--- src/rtl/sprite_pkg.sv ---
// Shared definitions for the sprite blitter: request modes, FSM states and screen defaults.
package sprite_pkg;

    localparam logic [1:0] MODE_DRAW  = 2'b00;
    localparam logic [1:0] MODE_ERASE = 2'b01;
    localparam logic [1:0] MODE_BOTH  = 2'b10;
    localparam logic [1:0] MODE_NOP   = 2'b11;

    localparam int unsigned DEF_SCREEN_W = 320;
    localparam int unsigned DEF_SCREEN_H = 240;
    localparam int unsigned DEF_COL_W    = 3;

    typedef enum logic [2:0] {
        StIdle,
        StEAddr,
        StEWr,
        StDAddr,
        StDWr,
        StDone
    } state_t;

endpackage

--- src/rtl/pixel_scan_ctr.sv ---
// Raster col/row counter over an SPR_W x SPR_H footprint; col advances fastest.
module pixel_scan_ctr #(
    parameter int unsigned SPR_W = 4,
    parameter int unsigned SPR_H = 4,
    localparam int unsigned CW = (SPR_W > 1) ? $clog2(SPR_W) : 1,
    localparam int unsigned RW = (SPR_H > 1) ? $clog2(SPR_H) : 1
) (
    input  logic          clk,
    input  logic          resetn,
    input  logic          clr,
    input  logic          adv,
    output logic [CW-1:0] col,
    output logic [RW-1:0] row,
    output logic          last
);

    logic col_end;
    logic row_end;

    assign col_end = (col == CW'(SPR_W - 1));
    assign row_end = (row == RW'(SPR_H - 1));
    assign last    = col_end && row_end;

    always_ff @(posedge clk) begin
        if (!resetn || clr) begin
            col <= '0;
            row <= '0;
        end else if (adv) begin
            if (col_end) begin
                col <= '0;
                row <= row_end ? '0 : row + RW'(1);
            end else begin
                col <= col + CW'(1);
            end
        end
    end

endmodule

--- src/rtl/sprite_blitter.sv ---
// Sprite renderer: optional background erase of the old footprint, then a keyed, clipped
// sprite draw. Each pixel takes an address cycle and a write cycle.
module sprite_blitter
    import sprite_pkg::*;
#(
    parameter int unsigned SPR_W      = 4,
    parameter int unsigned SPR_H      = 4,
    parameter int unsigned SPR_COUNT  = 1,
    parameter int unsigned X_W        = 9,
    parameter int unsigned Y_W        = 8,
    parameter int unsigned COL_W      = DEF_COL_W,
    parameter int unsigned SCREEN_W   = DEF_SCREEN_W,
    parameter int unsigned SCREEN_H   = DEF_SCREEN_H,
    parameter int unsigned TRANSP_EN  = 1,
    parameter int unsigned TRANSP_COL = 0,
    localparam int unsigned IW = (SPR_COUNT > 1) ? $clog2(SPR_COUNT) : 1,
    localparam int unsigned AW = (SPR_COUNT * SPR_W * SPR_H > 1) ?
                                 $clog2(SPR_COUNT * SPR_W * SPR_H) : 1
) (
    input  logic             clk,
    input  logic             resetn,
    input  logic             req_valid,
    output logic             req_ready,
    input  logic [1:0]       req_mode,
    input  logic [X_W-1:0]   req_ox,
    input  logic [Y_W-1:0]   req_oy,
    input  logic [X_W-1:0]   req_nx,
    input  logic [Y_W-1:0]   req_ny,
    input  logic [IW-1:0]    req_id,
    output logic [X_W-1:0]   bg_x,
    output logic [Y_W-1:0]   bg_y,
    input  logic [COL_W-1:0] bg_col,
    output logic [AW-1:0]    spr_addr,
    input  logic [COL_W-1:0] spr_col,
    output logic [X_W-1:0]   vga_x,
    output logic [Y_W-1:0]   vga_y,
    output logic [COL_W-1:0] vga_col,
    output logic             vga_plot,
    output logic             busy,
    output logic             done
);

    localparam int unsigned CW = (SPR_W > 1) ? $clog2(SPR_W) : 1;
    localparam int unsigned RW = (SPR_H > 1) ? $clog2(SPR_H) : 1;

    state_t         state_q, state_d;
    logic [1:0]     mode_q;
    logic [X_W-1:0] ox_q, nx_q;
    logic [Y_W-1:0] oy_q, ny_q;
    logic [IW-1:0]  id_q;

    logic           clr, adv, last;
    logic [CW-1:0]  col;
    logic [RW-1:0]  row;

    logic           erase_ph, wr, clip, transp;
    logic [X_W:0]   px;
    logic [Y_W:0]   py;
    logic [31:0]    spr_lin;

    pixel_scan_ctr #(
        .SPR_W (SPR_W),
        .SPR_H (SPR_H)
    ) u_scan (
        .clk    (clk),
        .resetn (resetn),
        .clr    (clr),
        .adv    (adv),
        .col    (col),
        .row    (row),
        .last   (last)
    );

    assign erase_ph = (state_q == StEAddr) || (state_q == StEWr);
    assign wr       = (state_q == StEWr) || (state_q == StDWr);

    // One extra bit keeps the carry so wrapped coordinates are clipped, not folded back.
    assign px = {1'b0, (erase_ph ? ox_q : nx_q)} + (X_W + 1)'(col);
    assign py = {1'b0, (erase_ph ? oy_q : ny_q)} + (Y_W + 1)'(row);

    assign clip   = px[X_W] || (32'(px) >= SCREEN_W) || py[Y_W] || (32'(py) >= SCREEN_H);
    assign transp = (TRANSP_EN != 0) && (spr_col == COL_W'(TRANSP_COL));

    assign bg_x     = px[X_W-1:0];
    assign bg_y     = py[Y_W-1:0];
    assign spr_lin  = 32'(id_q) * (SPR_W * SPR_H) + 32'(row) * SPR_W + 32'(col);
    assign spr_addr = spr_lin[AW-1:0];

    assign req_ready = (state_q == StIdle);
    assign busy      = (state_q != StIdle);
    assign done      = (state_q == StDone);

    always_comb begin
        state_d = state_q;
        clr     = 1'b0;
        adv     = 1'b0;
        unique case (state_q)
            StIdle: begin
                if (req_valid) begin
                    clr = 1'b1;
                    case (req_mode)
                        MODE_DRAW: state_d = StDAddr;
                        MODE_NOP:  state_d = StDone;
                        default:   state_d = StEAddr;
                    endcase
                end
            end
            StEAddr: state_d = StEWr;
            StEWr: begin
                adv = 1'b1;
                if (last) begin
                    clr     = 1'b1;
                    state_d = (mode_q == MODE_BOTH) ? StDAddr : StDone;
                end else begin
                    state_d = StEAddr;
                end
            end
            StDAddr: state_d = StDWr;
            StDWr: begin
                adv     = 1'b1;
                state_d = last ? StDone : StDAddr;
            end
            StDone:  state_d = StIdle;
            default: state_d = StIdle;
        endcase
    end

    always_ff @(posedge clk) begin
        if (!resetn) begin
            state_q  <= StIdle;
            mode_q   <= MODE_DRAW;
            ox_q     <= '0;
            oy_q     <= '0;
            nx_q     <= '0;
            ny_q     <= '0;
            id_q     <= '0;
            vga_x    <= '0;
            vga_y    <= '0;
            vga_col  <= '0;
            vga_plot <= 1'b0;
        end else begin
            state_q  <= state_d;
            vga_plot <= 1'b0;
            if (state_q == StIdle && req_valid) begin
                mode_q <= req_mode;
                ox_q   <= req_ox;
                oy_q   <= req_oy;
                nx_q   <= req_nx;
                ny_q   <= req_ny;
                id_q   <= req_id;
            end
            if (wr) begin
                vga_x    <= px[X_W-1:0];
                vga_y    <= py[Y_W-1:0];
                vga_col  <= erase_ph ? bg_col : spr_col;
                vga_plot <= !clip && (erase_ph || !transp);
            end
        end
    end

endmodule
--- config.mk ---
export PLATFORM = sky130hd
export DESIGN_NAME = sprite_blitter
export DESIGN_NICKNAME = d
export VERILOG_FILES = /design/src/rtl/sprite_pkg.sv /design/src/rtl/pixel_scan_ctr.sv /design/src/rtl/sprite_blitter.sv
export SDC_FILE = /design/constraint.sdc
export NUM_CORES = 1
export LEC_CHECK = 0
export ABC_AREA = 1
export CAP_MARGIN = 40
export CORE_UTILIZATION = 35
export DETAILED_ROUTE_END_ITERATION = 8
export GPL_ROUTABILITY_DRIVEN = 0
export GPL_TIMING_DRIVEN = 0
export MAX_ROUTING_LAYER = met4
export PLACE_DENSITY = 0.65
export SYNTH_ARGS = -nofsm -noshare
export SYNTH_HDL_FRONTEND = slang
export SYNTH_SLANG_ARGS = --single-unit
--- constraint.sdc ---
create_clock -name clk -period 6.5 [get_ports clk]
set_input_delay 0.65 -clock clk [delete_from_list [all_inputs] [get_ports clk]]
set_output_delay 0.65 -clock clk [all_outputs]
set_load 0.01 [all_outputs]
**After elaboration in Yosys (flattened, before gate mapping)**

Cells that the tools add are included.

- Add/sub/neg operators: 6
- Multipliers: 0
- Divide/modulo/power cells: 0
- $lt $le $gt $ge: 2
- Equal/unequal tests: 10
- Shift operators: 0
- Mux-type cells: 15
- Bitwise logic cells: 0
- Reduce and logical (&&, ||, !) cells: 20

Operators with widths:

| operator | number |
|---|---|
| $mux W3 | 5 |
| $pmux W3 S5 | 1 |
| $add A9 B2 Y10 | 1 |
| $ge A10 B9 Y1 const B | 1 |
| $add A8 B2 Y9 | 1 |
| $ge A9 B8 Y1 const B | 1 |
| $mux W9 | 1 |
| $eq A2 B2 Y1 const B | 4 |
| $mux W8 | 1 |
| $logic_or A1 B1 Y1 | 7 |
| $eq A3 B2 Y1 const B | 2 |
| $eq A3 B3 Y1 const B | 2 |
| $logic_not A3 Y1 | 2 |
| $pmux W3 S2 | 1 |
| $add A1 B4 Y4 const A | 1 |
| $add A2 B1 Y2 const B | 2 |
| $add A4 B2 Y4 | 1 |
| $mux W2 | 2 |
| $reduce_and A2 Y1 | 2 |
| $eq A3 B1 Y1 const B | 1 |
| $logic_and A1 B1 Y1 | 3 |
| $logic_not A1 Y1 | 3 |
| $mux W1 | 3 |
| $reduce_bool A3 Y1 | 1 |
| other kinds (4) | 4 |

- Bits in registers: 64
- Bits in latches: 0
- Bits in writable memories: 0
- Memory bits (read-only): 0
- Input bits: 46
- Output and inout port bits: 45
- Memories: 0

**Logic depth before layout (Yosys ltp)**

Gate-level depths: netlist of the first run.

- Word-level depth: 10
- Depth in mapped cells: 18

**Cells and area by module**

From an unflattened synthesis of the first run, not the netlist that was laid out.

- Cells, all modules: 445
- Area, all modules: 3216.8 µm²

By module, submodules not included:

| module | instances | cells each | area each (µm²) |
|---|---|---|---|
| sprite_blitter | 1 | 411 | 2996.6 |
| pixel_scan_ctr | 1 | 34 | 220.2 |

**Least setup slack after synthesis of the first run**

OpenSTA, ideal clock, no wires.

- Path type: reg2out
- From: reg state_q[1]
- To: out bg_x[7]
- Arrival: 2.178 ns
- Data required time: 5.850 ns
- Path slack: 3.672 ns
- Cell stages (with the launch flop): 15
- Path buffers: 2
- Cell sequence: dfxtp_1 inv_2 nand3_4 nand2_4 buf_4 buf_2 o21ai_0 ha_1 a21oi_1 nor2_2 nand2_1 nor2_2 nand2_1 nand2_1 inv_1

- Word-level cells in the longest chain between the ends: 4

RTL lines:

| element | RTL line | text |
|---|---|---|
| start: declaration | sprite_blitter.sv:46 | `state_t state_q, state_d;` |
| start signal: assignment | sprite_blitter.sv:130 | `state_q <= StIdle;` |
| start signal: assignment | sprite_blitter.sv:142 | `state_q <= state_d;` |
| $eq A3 B1 Y1 or $eq A3 B2 Y1 (tied branches) | sprite_blitter.sv:74 | `assign erase_ph = (state_q == StEAddr) \|\| (state_q == StEWr);` |
| $logic_or A1 B1 Y1 (*) | sprite_blitter.sv:74 |  |
| $mux W9 (*) | sprite_blitter.sv:78 | `assign px = {1'b0, (erase_ph ? ox_q : nx_q)} + (X_W + 1)'(col);` |
| $add A9 B2 Y10 (*) | sprite_blitter.sv:78 |  |
| end: declaration | sprite_blitter.sv:30 | `output logic [X_W-1:0] bg_x,` |

Every way passes the cells marked *; elsewhere a longest branch is shown, timed or not.

**Worst setup path after layout of the first run**

- From: reg state_q[0]
- To: out bg_x[7]

Same word-level chain as after synthesis.

==> metrics.yaml, run 1 <==
synth:
  yosysSeqAreaShare_pct: 41.0
  synth.distinct_cells: 35
  ys_warn_count: 0
  ys_dominant_reg_cell: "dfxtp_1"
  synth_edf_count: 0
  syn_area_per_cell_um2: 7.18
  postSynthCellCount: 435
  synth_nets: 489
  ys_async_sr_fraction_pct: 0
  ys_seq_elements: 64
  netlist_area_um2: 3120
sta:
  slew_headroom_pct: 67.4
  drv_slew: 0
  min_period_ps: 4050
  clock-skew-final_ps: 10.8
  rsz0062_at_grt: "false"
  fmax_mhz: 247
  setup_viol: 0
  fin_crit_sh_pct: 62.2
  finalHoldViolCount: 0
  worstMarginPinSlew_ps: 489
  final.setup.tns_ps: 0
power:
  switchingPower_mw: 0.524
  sw_frac_of_total_pct: 38.2
  p_leak_nw: 1.77
  vdd_drop_max_uv: 121
  p_seq_share_pct: 34.7
  internal_power_mw: 0.845
  power.share.clock_pct: 23.0
  cellPowerDensity_nw_per_um2: 316
  p_comb_share_pct: 42.2
cells_and_area:
  nets: 589
  fillCellCount: 900
  drive_gt1_share_pct: 9.44
  n_antenna_cell: 0
  fin_cells: 648
  area_growth_pct: 38.6
critical_path:
  cpMaxStageDelayCell: "clkdlybuf4s50_1"
  cp_max_fo: 10
  reg2reg_slack_ps: 3740
  cp_num_buf_inv: 4
  worstSetupStartpoint: "state_q[0]"
  cp_top_family: "buffers and inverters"
  r2r-end: "vga_plot"
  crit_top_cell: "nand2_1"
  reg2reg_depth: 15
  worstPathArrival_ps: 3400
  endpoint_kind: "output pin"
  regToRegStartpoint: "state_q[0]"
  cpPeakStageDelay_ps: 530
  cp_num_cells: 15
  crit_end: "bg_x[7]"
  worstSetupPathType: "reg -> out"
  critical_path.startpoint_type: "register"
  critPathRequiredTime_ps: 5850
  crit_chain: "nor2_1 > nand2_2 > nand2_4 > buf_4 > buf_2 > o21ai_0 > ha_1 > a21oi_1 > nor2_2 > nand2_1 > nor2_2 > nand2_1 > nand2_1 > inv_1 > clkdlybuf4s50_1"
outcome:
  status: "completed"
global_route:
  first_global_vias: 2965
  met1_usage_pct: 24.5
  grt_max_degree: 13
  grtUsageMet2_pct: 32.3
  grt_usage_pct: 20.2
  gr-total-overflow: 0
  antenna_found_initial: 0
  use_met3_pct: 3.76
  grt_pass1_wl_um: 13700
  top_usage_layer: "met2"
detailed_routing:
  viasPerCell: 4.77
  drt_pass1_iterations: 4
  drt-initial-drc-count: 133
  wl_um: 8430
  detail-route-antenna-nets: 0
  vias: 3090
  drc: 0
  wl_per_cell_um: 13.0
die:
  die-area_um2: 9310
  core_area_um2: 8680
  die_y_um: 96.5
  fp-row-count: 34
  die_w_um: 96.5
  io-pin-count: 91
  start_util_pct: 36.0
cts:
  post_cts_resized: 0
  post-cts-setup-buffer-count: 0
  cts_hold_buf: 0
  clock_sinks: 64
  htreeDepth: 3
  clk_pin_slew_ps: 80
  clk_latency_ps: 350
  root_buffer: "clkbuf_8"
  cts-buffers-inserted: 9
  clockBufferDepth: 2
  cts_tree: "yes"
worst_hold_path:
  hold_class: "reg -> reg"
job:
  drv_cap: 0
placement:
  dpl.hpwl_um: 6770
  place_inst: 632
  port_buffers: 89
[cells in the mapped netlist (2+ instances only)]
master,count,area share [%]
a21oi_1,43,6.9
buf_2,5,0.80
buf_6,3,1.1
clkbuf_1,10,1.2
dfxtp_1,64,41
fa_1,2,1.3
ha_1,6,2.4
inv_1,54,6.5
inv_2,2,0.24
mux2i_1,3,0.96
nand2_1,101,12
nand2_2,7,1.4
nand3_1,20,3.2
nand3_2,2,0.64
nand4_1,2,0.40
nor2_1,18,2.2
nor2_2,7,1.4
nor2_4,3,1.1
nor3_1,5,0.80
o21ai_0,51,8.2
o21ai_1,9,1.4
o21ai_2,2,0.56
o31ai_1,3,0.72
xor2_1,2,0.56
[tightest hold or removal path, delay by kind of cell (launching register included)]
family	cells	cell delay, ps
DFF	1	320
and+or+nand+nor	2	100
[sequential cells by signal, indices dropped and copies added, names as in the netlist]
signal,flops
u_scan.col,2
u_scan.row,2
ny_q,8
state_q,3
vga_plot,1
vga_col,3
oy_q,8
ox_q,9
vga_y,8
vga_x,9
mode_q,2
nx_q,9
[placed cells by master (no fill, tap or decap), types with 2 or more instances in the layout]
cell type and instances:
o31ai_1 3, buf_6 3, clkbuf_8 10, buf_2 5, clkbuf_1 10, dfxtp_1 64, nor3_1 5, o21ai_2 2
xor2_1 2, inv_1 54, clkdlybuf4s50_1 89, nand2_2 7, nand3_2 2, fa_1 2, nand3_1 20, o21ai_0 51
ha_1 6, inv_2 2, nor2_2 7, clkinvlp_4 4, nor2_1 18, mux2i_1 3, nand4_1 2, o21ai_1 9
nand2_1 101, a21oi_1 43, nor2_4 3
[final cells by class]
type	count	area, um2	share of cell area [%]
inverter	57	214	4.94
clock buffer	10	138	3.18
tap	108	135	3.12
multi-input combinational	295	1530	35.2
timing repair buffer	89	891	20.6
sequential	64	1280	29.6
clock inverter	6	43.8	1.01
buffer	19	104	2.40
[routing by layer]
layer | vias up | share of wire, %
met5 | - | 0
met4 | 0 | 2.3
met3 | 19 | 4.7
met2 | 83 | 47
met1 | 1378 | 46
li1 | 1610 | -
[cells by family (layout without fill, tap and decap cells)]
| family | count (synthesis) | in the layout | share of synthesized area (%) |
|---|---|---|---|
| compound gates | 113 | 113 | 19.1 |
| xor+xnor | 2 | 2 | 0.561 |
| fa+ha+maj | 8 | 8 | 3.68 |
| buf+inv | 76 | 181 | 10.2 |
| flops | 64 | 64 | 41.0 |
| mux | 3 | 3 | 0.961 |
| simple gates | 169 | 169 | 24.5 |
[worst min path at each step]
| stage | start | depth (start not counted) | to | slack [ps] |
|---|---|---|---|---|
| finish | vga_y[1] | 2 | vga_y[1] | 460 |
| global route | vga_y[0] | 2 | vga_y[0] | 470 |
| CTS | vga_x[1] | 2 | vga_x[1] | 460 |
| detailed placement | vga_x[1] | 2 | vga_x[1] | 440 |
| global placement | vga_y[1] | 2 | vga_y[1] | 440 |
| floorplan | ny_q[0] | 2 | ny_q[0] | 420 |
[power by group through the flow]
| stage | combinational, mW | clock [mW] | sequential, mW |
|---|---|---|---|
| after floorplan | 0.333 | 0 | 0.487 |
| after global placement | 0.572 | 0 | 0.481 |
| after detailed placement | 0.581 | 0 | 0.484 |
| after CTS | 0.582 | 0.322 | 0.475 |
| after global routing | 0.648 | 0.339 | 0.481 |
| final | 0.578 | 0.315 | 0.475 |
[stage by stage]
step	util (%)	worst slack (ps)	total power, mW	hold WS [ps]	instance area (um2)
after global placement	47.8	2890	1.05	435	4150
final	49.9	2450	1.37	457	4330
after CTS	49.9	2430	1.38	455	4330
after global routing	49.9	2140	1.47	468	4330
after detailed placement	47.8	2830	1.07	440	4150
after floorplan	-	3670	0.820	424	3120
No activity file was read; power rests on OpenSTA's default activity.
==> run 2: changes to the inputs <==
PLACE_DENSITY = 0.67   (was 0.65)
clock period = 3.4 ns   (was 6.5 ns; I/O delays follow)
==> run 2 against run 1 <==
Net effect:
- critical path depth down 1
- total power up 92%
- combinational power up 97%
- flip-flop and latch count unchanged
- sequential share of layout area down 0.20 points
- critical endpoint is now bg_x[6]
- largest cell class unchanged
==> metrics.yaml, run 2 (synthesis results as in run 1) <==
outcome:
  status: "completed"
cells_and_area:
  final_area_um2: 4380  # +1.1%
  fin_cells: 651  # +0.46%
  nets: 593  # +0.68%
  area_growth_pct: 40.1
  final_common_cell: "nand2_1"
  final_cell_mix: "nand2_1, clkdlybuf4s50_1, dfxtp_1, inv_1, o21ai_0"
  n_antenna_cell: 0  # unchanged
  drive_gt1_share_pct: 9.94  # +0.50 points
  largestRegisters: "nx_q x9, ox_q x9, vga_x x9"
critical_path:
  worstPathArrival_ps: 2910  # -490 ps
  critical_path.startpoint_type: "register"
  r2r-end: "vga_plot"
  critPathRequiredTime_ps: 3060  # -2790 ps
  cpPeakStageDelay_ps: 520  # about the same
  crit_end: "bg_x[6]"
  cp_num_buf_inv: 4  # unchanged
  worstSetupStartpoint: "state_q[0]"
  worstSetupPathType: "reg -> out"
  crit_chain: "nor2_1 > nand2_2 > nand2_8 > o21ai_0 > ha_2 > fa_1 > inv_1 > nor2_4 > inv_1 > nor2_4 > nand2_1 > nand2_1 > inv_1 > clkdlybuf4s50_1"
  crit_top_cell: "inv_1"
  reg2reg_slack_ps: 1110  # -2630 ps
  cp_num_cells: 14  # -1
  reg2reg_depth: 14  # -1
  cp_top_family: "buffers and inverters"
  regToRegStartpoint: "state_q[0]"
  endpoint_kind: "output pin"
  cpMaxStageDelayCell: "clkdlybuf4s50_1"
  cp_max_fo: 12  # +2
die:
  core_area_um2: 8680  # unchanged
  start_util_pct: 36.0  # unchanged
  die-area_um2: 9310  # unchanged
  fp-row-count: 34  # unchanged
  die_y_um: 96.5  # unchanged
  io-pin-count: 91  # unchanged
  die_w_um: 96.5  # unchanged
sta:
  holdWs_ps: 444  # -13.7 ps
  slew_headroom_pct: 68.5  # +1.1 points
  drv_slew: 0  # unchanged
  clock-skew-final_ps: 7.39  # -3.37 ps
  min_period_ps: 3250
  setup_viol: 0  # unchanged
  final.setup.tns_ps: 0  # unchanged
  postLayoutSetupSlackWorst_ps: 148  # -2310 ps
  fin_crit_sh_pct: 95.6
  fmax_mhz: 308
  worstMarginPinSlew_ps: 473  # -16.2 ps
  finalHoldViolCount: 0  # unchanged
power:
  cellPowerDensity_nw_per_um2: 599  # +90%
  p_leak_nw: 1.79  # +1.3%
  vdd_drop_max_uv: 258  # +110%
cts:
  cts-buffers-inserted: 9  # unchanged
  cts_hold_buf: 0  # unchanged
  htreeDepth: 3  # unchanged
  clockBufferDepth: 2  # unchanged
  clock_sinks: 64  # unchanged
  clk_pin_slew_ps: 70  # about the same
  root_buffer: "clkbuf_8"
  cts_tree: "yes"
  clk_latency_ps: 340  # about the same
global_route:
  antenna_found_initial: 0  # unchanged
  grt_usage_pct: 19.8  # -0.38 points
  grt_max_degree: 25  # +12
  grt_pass1_wl_um: 13500  # -1.4%
  first_global_vias: 2880  # -2.9%
  gr-total-overflow: 0  # unchanged
detailed_routing:
  vias: 3105  # +0.49%
  wl_per_cell_um: 13.1  # +0.96%
  viasPerCell: 4.77  # about the same
  drt-initial-drc-count: 164  # +23%
  drt_pass1_iterations: 4  # unchanged
  wl_um: 8550  # +1.4%
  drc: 0  # unchanged
  detail-route-antenna-nets: 0  # unchanged
placement:
  dpl.hpwl_um: 6680  # -1.4%
  place_ws_ps: 68.9  # -2760 ps
  dpl_cell_area_um2: 4150  # unchanged
  port_buffers: 89  # unchanged
  place_inst: 632  # unchanged
worst_hold_path:
  hold_class: "reg -> reg"
  hp-start: "vga_x[1]"
job:
  drv_cap: 0  # unchanged
## run 2: repair_timing
action                     4_1_cts  5_1_grt
setup endpoints to repair       13       11
buffers inserted                 0        5
gates resized for setup          3        6
pin swaps                        0        3
cloned                           0        1
## run 2: layout make-up
| class | count | area, um2 |
|---|---|---|
| tap | 108 | 135 |
| multi-input combinational | 296 | 1560 |
| buffer | 17 | 91.3 |
| fill | 893 | 4300 |
| clock buffer | 15 | 166 |
| timing repair buffer | 94 | 928 |
| sequential | 64 | 1290 |
| inverter | 57 | 214 |
## run 2: power by group
group / switching (mW) / leakage [nW] / internal (mW)
clock: 0.272 / 0.0838 / 0.302
combinational: 0.650 / 1.18 / 0.491
sequential: 0.0506 / 0.526 / 0.859
total: 0.972 / 1.79 / 1.65
## run 2: per-stage QoR
stage                     util [%]  power, mW
final                         50.4       2.62
after global routing          50.4       2.81
after CTS                     49.7       2.60
after detailed placement      47.8       2.03
after global placement        47.8       2.01
after floorplan                  -       1.57
## run 2: worst min path at each step
stage / endpoint / slack, ps / cells past startpoint
global route: vga_x[0] / 470 / 2
CTS: vga_x[1] / 450 / 2
floorplan: ny_q[0] / 420 / 2
finish: vga_x[1] / 440 / 2
global placement: vga_x[1] / 430 / 2
detailed placement: vga_x[1] / 430 / 2
## run 2: worst reg2reg max path, cell delays in order (launching register included)
cell and delay (ps):
dfxtp_4 370, nor2_1 160, nand2_2 160, nand2_8 130, o21ai_0 90, ha_2 200, fa_1 400, inv_1 110
nor2_4 50, inv_1 100, nor2_4 50, nand2_1 50, nand2_1 100, a21oi_2 150, nor2_1 50
## run 2: layer usage
metal  vias to the layer above  global-route usage [%]  wire length [um]
met5                         -                       -                 0
met4                         0                    7.60               155
met3                        11                    3.76               425
met2                        74                    32.0              4030
met1                      1399                    24.5              3940
li1                       1621                       -                 -
==> run 3: changes to the inputs <==
MAX_ROUTING_LAYER = default   (was met4)
PLACE_DENSITY = 0.65   (was 0.67)
SKIP_LAST_GASP = 1   (was default)
clock period = 3.17 ns   (was 3.4 ns; I/O delays follow)
==> run 3 against run 2 <==
Net effect:
- sequential share of layout area fell by 0.064 points
- clock power increased by 13%
- combinational power grew 5%
- critical path type unchanged
- worst hold slack improved by 12 ps
- sequential power grew 7.3%
- global-route usage is essentially flat
==> metrics.yaml, run 3 (synthesis results as in run 1) <==
placement:
  place_ws_ps: -167  # -236 ps
  port_buffers: 89  # unchanged
  dpl_cell_area_um2: 4150  # unchanged
  dpl.hpwl_um: 6770  # +1.4%
cells_and_area:
  drive_gt1_share_pct: 11.3  # +1.3 points
  largestRegisters: "nx_q x9, ox_q x9, vga_x x9"
  regArea_um2: 1290  # about the same
  final_cell_mix: "nand2_1, clkdlybuf4s50_1, dfxtp_1, inv_1, o21ai_0"
  nets: 590  # -0.51%
  final_area_um2: 4390  # +0.31%
  utilization_pct: 50.6  # +0.16 points
  multi_input_area_um2: 1570  # +0.64%
  n_antenna_cell: 0  # unchanged
  final_common_cell: "nand2_1"
  fillCellCount: 900  # +0.78%
  area_growth_pct: 40.6
power:
  cellPowerDensity_nw_per_um2: 644  # +7.5%
  vdd_drop_max_uv: 246  # -4.9%
  switchingPower_mw: 1.09  # +12%
  power.share.clock_pct: 22.9  # +1.0 points
  p_leak_nw: 1.83  # +2.0%
  internal_power_mw: 1.74  # +5.3%
  p_seq_share_pct: 34.5  # -0.2 points
  sw_frac_of_total_pct: 38.5  # +1.5 points
  p_comb_share_pct: 42.6  # -0.9 points
sta:
  worstMarginPinSlew_ps: 487  # +13.3 ps
  fmax_mhz: 322
  rsz0062_at_grt: "true"
  final.setup.tns_ps: 0  # unchanged
  drv_slew: 0  # unchanged
  postLayoutSetupSlackWorst_ps: 60.4  # -87.9 ps
  setup_viol: 0  # unchanged
  fin_crit_sh_pct: 98.1
  min_period_ps: 3110
  holdWs_ps: 455  # +11.6 ps
  finalHoldViolCount: 0  # unchanged
  clock-skew-final_ps: 13.4  # +6.01 ps
  slew_headroom_pct: 67.6  # -0.89 points
die:
  start_util_pct: 36.0  # unchanged
  die-area_um2: 9310  # unchanged
  die_y_um: 96.5  # unchanged
  fp-row-count: 34  # unchanged
  die_w_um: 96.5  # unchanged
  core_area_um2: 8680  # unchanged
  io-pin-count: 91  # unchanged
critical_path:
  reg2reg_depth: 14  # unchanged
  regToRegStartpoint: "state_q[0]"
  critical_path.startpoint_type: "register"
  worstSetupStartpoint: "state_q[0]"
  worstPathArrival_ps: 2790  # -120 ps
  r2r-end: "vga_plot"
  critPathRequiredTime_ps: 2850  # -210 ps
  worstSetupPathType: "reg -> out"
  reg2reg_slack_ps: 990  # -120 ps
  cp_max_fo: 12  # unchanged
  endpoint_kind: "output pin"
  crit_end: "bg_x[7]"
detailed_routing:
  drc: 0  # unchanged
  wl_per_cell_um: 13.1  # +0.17%
  detail-route-antenna-nets: 0  # unchanged
  wl_um: 8530  # -0.14%
  drt_pass1_iterations: 4  # unchanged
  drt-initial-drc-count: 118  # -28%
  viasPerCell: 4.78  # +0.18%
  vias: 3101  # -0.13%
global_route:
  top_usage_layer: "met2"
  antenna_found_initial: 0  # unchanged
  met1_usage_pct: 24.5  # about the same
  grt_usage_pct: 19.8  # -0.028 points
  use_met3_pct: 3.83  # +0.078 points
  grtUsageMet2_pct: 32.9  # +0.94 points
  gr-total-overflow: 0  # unchanged
  grt_pass1_wl_um: 13800  # +1.8%
  grt_max_degree: 13  # -48%
  first_global_vias: 2967  # +3.0%
cts:
  root_buffer: "clkbuf_8"
  clk_latency_ps: 350  # about the same
  htreeDepth: 3  # unchanged
  clockBufferDepth: 2  # unchanged
  cts_tree: "yes"
  clk_pin_slew_ps: 80  # about the same
  clock_sinks: 64  # unchanged
  cts_hold_buf: 0  # unchanged
  cts-buffers-inserted: 9  # unchanged
outcome:
  status: "completed"
worst_hold_path:
  hold_class: "reg -> reg"
job:
  drv_cap: 0  # unchanged
run 3: worst max-delay path, stage by stage (launching register included):
cell,delay (ps)
dfxtp_4,370
nor2_1,110
nand2_2,120
nand2_8,120
nand2_1,60
o21ai_1,150
ha_1,300
a21oi_2,200
nor2_2,70
nand2_1,100
nor2_2,50
nand2_1,80
nand2_1,110
inv_1,80
clkdlybuf4s50_1,530
run 3: how the worst min path moves through the flow:
stage | start | to | cells after the start
2_1_floorplan | ny_q[0] | ny_q[0] | 2
4_1_cts | vga_x[1] | vga_x[1] | 2
3_3_place_gp | vga_y[1] | vga_y[1] | 2
3_5_place_dp | vga_x[1] | vga_x[1] | 2
5_1_grt | vga_y[0] | vga_y[0] | 2
6_report | vga_x[1] | vga_x[1] | 2
run 3: routing by layer:
metal / share of wire [%] / vias up
met3: 5.1 / 17
met1: 45 / 1396
met2: 47 / 73
met5: 0 / -
met4: 2.3 / 0
li1: - / 1615
run 3: cell type report:
cell class,instances,area share (%)
Multi-Input combinational cell,296,35.7
Sequential cell,64,29.3
Timing Repair Buffer,91,20.9
Inverter,57,4.87
Clock buffer,10,3.13
Tap cell,108,3.08
Buffer,17,2.08
Clock inverter,6,0.997
run 3: what timing repair did:
action                     CTS  global route
pin swaps                    3             1
setup endpoints to repair   15            12
gates resized for setup      8            10
setup buffers                2             0
cloned                       1             0
run 3: power by group through the flow:
stage	Combinational, mW	Sequential, mW	Clock (mW)
floorplan	0.683	0.998	0
global placement	1.17	0.987	0
detailed placement	1.19	0.992	0
CTS	1.21	0.977	0.661
global route	1.35	0.988	0.696
finish	1.20	0.976	0.647
run 3: through the flow:
stage | power [mW] | cells
floorplan | 1.68 | 435
global placement | 2.16 | 632
detailed placement | 2.18 | 632
CTS | 2.85 | 649
global route | 3.03 | 649
finish | 2.83 | 649
